--- src/rtl/dac_stream_tx.sv ---
// dac_stream_tx: buffers {A,B} sample pairs in a small FIFO and plays them out
// to a shared parallel DAC bus at a programmable pair rate.
// Optional feature macro: DAC_UNDERRUN_CNT_EN adds a saturating underrun_cnt port.
module dac_stream_tx #(
   parameter int DATA_W     = 14,
   parameter int FIFO_DEPTH = 16,
   parameter int PREFILL    = 4
) (
   input  logic                          clk,
   input  logic                          rst_n,
   input  logic                          enable,
   input  logic [7:0]                    div_ratio,
   input  logic                          s_valid,
   output logic                          s_ready,
   input  logic [DATA_W-1:0]             s_data_a,
   input  logic [DATA_W-1:0]             s_data_b,
   output logic [DATA_W-1:0]             dac_data,
   output logic                          dac_sel,
   output logic                          dac_wrt,
   output logic                          underrun,
   output logic [$clog2(FIFO_DEPTH):0]   fifo_level
`ifdef DAC_UNDERRUN_CNT_EN
   ,
   output logic [15:0]                   underrun_cnt
`endif
);

   localparam int AW = $clog2(FIFO_DEPTH);
   localparam int LW = AW + 1;

   typedef enum logic [1:0] {
      ST_IDLE,
      ST_PREFILL,
      ST_RUN
   } state_e;

   // Pair FIFO storage and pointers
   logic [2*DATA_W-1:0] mem_q [FIFO_DEPTH];
   logic [AW-1:0]       wr_ptr_q, rd_ptr_q;
   logic [LW-1:0]       level_q, level_d;
   logic [2*DATA_W-1:0] rd_pair;
   logic                push, pop, full, empty;

   // Playout control
   state_e              state_q, state_d;
   logic [7:0]          cnt_q, cnt_d;
   logic [7:0]          div_q, div_d;
   logic [7:0]          div_new;
   logic                emit_a, emit_b, urun_d;

   // Output registers
   logic [DATA_W-1:0]   dac_data_q, b_hold_q;
   logic                dac_sel_q, dac_wrt_q, underrun_q;

   assign full    = (level_q == LW'(FIFO_DEPTH));
   assign empty   = (level_q == '0);
   assign push    = s_valid && !full;
   assign rd_pair = mem_q[rd_ptr_q];
   assign div_new = (div_ratio < 8'd2) ? 8'd2 : div_ratio;

   // Level tracks pushes and pops; simultaneous push and pop leaves it unchanged
   always_comb begin
      level_d = level_q;
      case ({push, pop})
         2'b10:   level_d = level_q + 1'b1;
         2'b01:   level_d = level_q - 1'b1;
         default: level_d = level_q;
      endcase
   end

   // FIFO payload write (contents need no reset; pointers define validity)
   always_ff @(posedge clk) begin
      if (push) mem_q[wr_ptr_q] <= {s_data_a, s_data_b};
   end

   // FIFO pointers and occupancy
   always_ff @(posedge clk or negedge rst_n) begin
      if (!rst_n) begin
         wr_ptr_q <= '0;
         rd_ptr_q <= '0;
         level_q  <= '0;
      end else begin
         if (push) wr_ptr_q <= wr_ptr_q + 1'b1;
         if (pop)  rd_ptr_q <= rd_ptr_q + 1'b1;
         level_q <= level_d;
      end
   end

   // Playout FSM next state, rate counter and emit decisions
   always_comb begin
      state_d = state_q;
      cnt_d   = cnt_q;
      div_d   = div_q;
      pop     = 1'b0;
      emit_a  = 1'b0;
      emit_b  = 1'b0;
      urun_d  = 1'b0;
      case (state_q)
         ST_IDLE: begin
            cnt_d = '0;
            if (enable) state_d = ST_PREFILL;
         end
         ST_PREFILL: begin
            cnt_d = '0;
            if (!enable)                      state_d = ST_IDLE;
            else if (level_q >= LW'(PREFILL)) state_d = ST_RUN;
         end
         ST_RUN: begin
            if (cnt_q == '0) begin
               // Pair boundary: the only place the FSM may leave RUN
               if (!enable) begin
                  state_d = ST_IDLE;
                  cnt_d   = '0;
               end else if (empty) begin
                  state_d = ST_PREFILL;
                  urun_d  = 1'b1;
                  cnt_d   = '0;
               end else begin
                  pop    = 1'b1;
                  emit_a = 1'b1;
                  div_d  = div_new;
                  cnt_d  = 8'd1;
               end
            end else begin
               if (cnt_q == (div_q >> 1)) emit_b = 1'b1;
               cnt_d = (cnt_q == div_q - 8'd1) ? '0 : cnt_q + 8'd1;
            end
         end
         default: begin
            state_d = ST_IDLE;
            cnt_d   = '0;
         end
      endcase
   end

   // Playout FSM state, rate counter and latched pair period
   always_ff @(posedge clk or negedge rst_n) begin
      if (!rst_n) begin
         state_q <= ST_IDLE;
         cnt_q   <= '0;
         div_q   <= 8'd2;
      end else begin
         state_q <= state_d;
         cnt_q   <= cnt_d;
         div_q   <= div_d;
      end
   end

   // DAC bus register: A on pop, held B on the mid-pair tick
   always_ff @(posedge clk or negedge rst_n) begin
      if (!rst_n) begin
         dac_data_q <= '0;
         dac_sel_q  <= 1'b0;
         dac_wrt_q  <= 1'b0;
         underrun_q <= 1'b0;
         b_hold_q   <= '0;
      end else begin
         dac_wrt_q  <= emit_a | emit_b;
         underrun_q <= urun_d;
         if (emit_a) begin
            dac_data_q <= rd_pair[2*DATA_W-1:DATA_W];
            dac_sel_q  <= 1'b0;
            b_hold_q   <= rd_pair[DATA_W-1:0];
         end else if (emit_b) begin
            dac_data_q <= b_hold_q;
            dac_sel_q  <= 1'b1;
         end
      end
   end

`ifdef DAC_UNDERRUN_CNT_EN
   logic [15:0] urun_cnt_q;

   // Saturating starvation counter, cleared only by reset
   always_ff @(posedge clk or negedge rst_n) begin
      if (!rst_n)                           urun_cnt_q <= '0;
      else if (urun_d && urun_cnt_q != '1)  urun_cnt_q <= urun_cnt_q + 16'd1;
   end

   assign underrun_cnt = urun_cnt_q;
`endif

   assign s_ready    = !full;
   assign fifo_level = level_q;
   assign dac_data   = dac_data_q;
   assign dac_sel    = dac_sel_q;
   assign dac_wrt    = dac_wrt_q;
   assign underrun   = underrun_q;

endmodule

--- config.mk ---
export PLATFORM = sky130hd
export DESIGN_NAME = dac_stream_tx
export DESIGN_NICKNAME = d
export VERILOG_FILES = /design/src/rtl/dac_stream_tx.sv
export SDC_FILE = /design/constraint.sdc
export NUM_CORES = 1
export LEC_CHECK = 0
export ABC_AREA = 1
export CAP_MARGIN = 20
export CORE_ASPECT_RATIO = 1.1
export CORE_MARGIN = 2
export CORE_UTILIZATION = 55
export CTS_CLUSTER_SIZE = 16
export DETAILED_ROUTE_END_ITERATION = 10
export PLACE_DENSITY = 0.75
export SETUP_SLACK_MARGIN = 0.1
export SYNTH_ARGS = -nofsm -noshare
export SYNTH_HDL_FRONTEND = slang
export SYNTH_SLANG_ARGS = --single-unit
--- constraint.sdc ---
create_clock -name clk -period 2.5 [get_ports clk]
set_clock_uncertainty 0.2 [all_clocks]
set_input_delay 0.5 -clock clk [delete_from_list [all_inputs] [get_ports clk]]
set_output_delay 0.5 -clock clk [all_outputs]
set_load 0.01 [all_outputs]
==> metrics.cfg <==
[timing]
min_period_ns = 2.35
final.period_utilization_pct = 94.1
finalSetupTns_ns = 0
relSlewSlack_pct = 56.7
finalSetupViolCount = 0
finalMaxSlewViolations = 0
clock.fmax_mhz = 425
hold_violations = 0
worst_pin_slew_ns = 0.647
grt_setup_unrepaired = yes

[cts]
cts_root_buf = clkbuf_16
h-tree-depth = 2
numCtsBuffers = 48
insertion_delay_ns = 0.58
cts.clk_slew.worst_paths_ns = 0.06
numClockSinks = 510
cts_tree = yes
max-clock-path-buffers = 3

[detailed_routing]
postRouteAntennaNets = 0
drcViolationCount = 0
drt_first_pass_iters = 5
vias = 14441
drt-total-wl_mm = 50.7
drtIter0Drc = 1569
via_per_inst = 5.70
post_drt_wl_per_cell_um = 20.0

[die]
dieArea_um2 = 40200
die_y_um = 210
die_w_um = 191
pin_count = 63
initial_core_util_pct = 55.7
row_count = 75
coreArea_um2 = 38100

[power_and_ir_drop]
leakagePower_nw = 9.12
p_seq_share_pct = 39.2
combPwrFrac_pct = 36.1
finalPower_w = 0.0281
p_sw_w = 0.0103
clkPwrFrac_pct = 24.7
vdd_drop_max_uv = 854
swShare_pct = 36.5
p_int_w = 0.0179
powerDensity_nw_per_um2 = 1130

[finish]
syn_to_final_growth_pct = 17.8
insertedDiodeCount = 0
drive_above_1_share_pct = 11.3
layout.nets = 2046
layout_commonest_cell = edfxtp_1
final_cell_area_um2 = 25000
final_cell_mix = 448 x edfxtp_1, 394 x nor2_1, 265 x nand2_1

[global_route]
grt_pass1_wl_mm = 77.9
antenna_found_initial = 0
grt.total_usage_pct = 25.6
grt_overflow = 0
grt_pass1_vias = 14109
grt_max_degree = 83

[critical_path]
critPathMaxFanout = 4
r2r_cells = 17
critPathLaunch = fifo_level[4]
r2r_setup_slack_ns = 0.20
r2r_end = fifo_level[4]
cp-end-kind = output pin
critical_path_arrival_ns = 1.65
crit_required_ns = 1.80
path_class = reg -> out
r2r_start = cnt_q[1]
critPathLaunchType = flip-flop
crit_end = fifo_level[4]

[logic_synthesis]
synth_flop_cell = edfxtp_1
avgSynthCellArea_um2 = 11.3
synth.distinct_cells = 33
synthesis.area_um2 = 21200
syn_nets = 1928
ys_warn_count = 0
synth_edf_count = 448
synth_seq_cells = 510
ys_seq_area_share_pct = 70.7
async_reset_ff_share_pct = 12.2
syn_inst = 1876

[flow_run]
drv_cap = 0

[placed_design]
port_buffers = 62
place_area_um2 = 23400
hpwl_mm = 29.7
gp_congestion = 0.818

[hold_path]
hp-class = in -> async

[outcome]
status = finished, final reports clean

[how the worst min path moves through the flow]
stage	from	to	slack, ns	cells past startpoint
after global routing	rst_n	dac_sel	0.30	2
after floorplan	rst_n	b_hold_q[0]	0.004	0
final	rst_n	dac_sel	0.26	2
after CTS	rst_n	div_q[5]	0.27	2
after global placement	state_q[1]	state_q[1]	0.30	2
after detailed placement	state_q[1]	state_q[1]	0.31	2
[flip-flops by register name (all words and copies together), names as in the netlist]
signal	count
div_q	8
rd_ptr_q	4
wr_ptr_q	4
mem_q	448
dac_sel	1
underrun	1
dac_data	14
b_hold_q	14
cnt_q	8
dac_wrt	1
state_q	2
fifo_level	5
[layer usage]
| metal | track usage [%] | vias up | routed length, um |
|---|---|---|---|
| met1 | 34.5 | 7012 | 20400 |
| met3 | 3.91 | 104 | 3690 |
| li1 | - | 6724 | - |
| met5 | 0 | - | 0 |
| met2 | 42.8 | 601 | 25100 |
| met4 | 8.83 | 0 | 1460 |
[power by group through the flow]
| stage | registers [W] | clock network (W) | logic [W] |
|---|---|---|---|
| after floorplan | 0.0110 | 0 | 0.00618 |
| after global placement | 0.0111 | 0 | 0.00966 |
| after detailed placement | 0.0112 | 0 | 0.00990 |
| after CTS | 0.0110 | 0.00701 | 0.0101 |
| after global routing | 0.0111 | 0.00733 | 0.0112 |
| final | 0.0110 | 0.00693 | 0.0102 |
[synth_stat cells (12+ instances only)]
master / instances / area, um2
edfxtp_1: 448 / 13500
inv_1: 75 / 282
o21ai_0: 214 / 1070
buf_4: 24 / 180
xor2_1: 17 / 149
buf_2: 25 / 125
clkbuf_1: 44 / 165
nand2_1: 267 / 1000
ha_1: 12 / 150
nand3_1: 185 / 926
nor2_1: 411 / 1540
dfrtp_1: 61 / 1530
o211ai_1: 38 / 285
[what timing repair did]
| action | 4_1_cts | 5_1_grt |
|---|---|---|
| endpoints found under the setup margin | 3 | 265 |
| hold endpoints to repair | 18 | 0 |
| pin swaps | 4 | 4 |
| resized for setup | 3 | 12 |
| cloned | 0 | 0 |
| hold buffers | 1 | 0 |
| buffers inserted | 4 | 4 |
[area by class of cell]
class                   count  area, um2
multi-input cells        1180       5580
clock inverters            27        204
fillers                  2770      13100
repair buffers            170       1960
clock buffers              61       1280
well taps                 500        626
inverters                  84        322
flip-flops and latches    510      15000
[worst max-delay path, cell delays in order, from the launching register on]
cell	delay, ns
dfrtp_1	0.39
buf_4	0.16
clkdlybuf4s50_1	0.54
[cell families after synthesis]
logic type                 Yosys count  share of synthesized area (%)
DFF                                510                           70.7
and+or+nand+nor                    885                           17.1
adders and majority gates           12                          0.708
buffers and inverters              186                           3.90
AOI/OAI and AO/OA                  261                           6.64
xor gates and xnor gates            22                          0.908
[metrics by stage]
step	hold slack, ns	instances	util (%)	setup slack (ns)
2_1_floorplan	0.00441	1876	-	-0.0136
3_3_place_gp	0.301	2435	61.3	-0.350
3_5_place_dp	0.315	2435	61.3	-0.309
4_1_cts	0.275	2528	65.4	0.101
5_1_grt	0.303	2532	65.6	0.0301
6_report	0.256	2532	65.6	0.148
No activity file was read; power rests on OpenSTA's default activity.
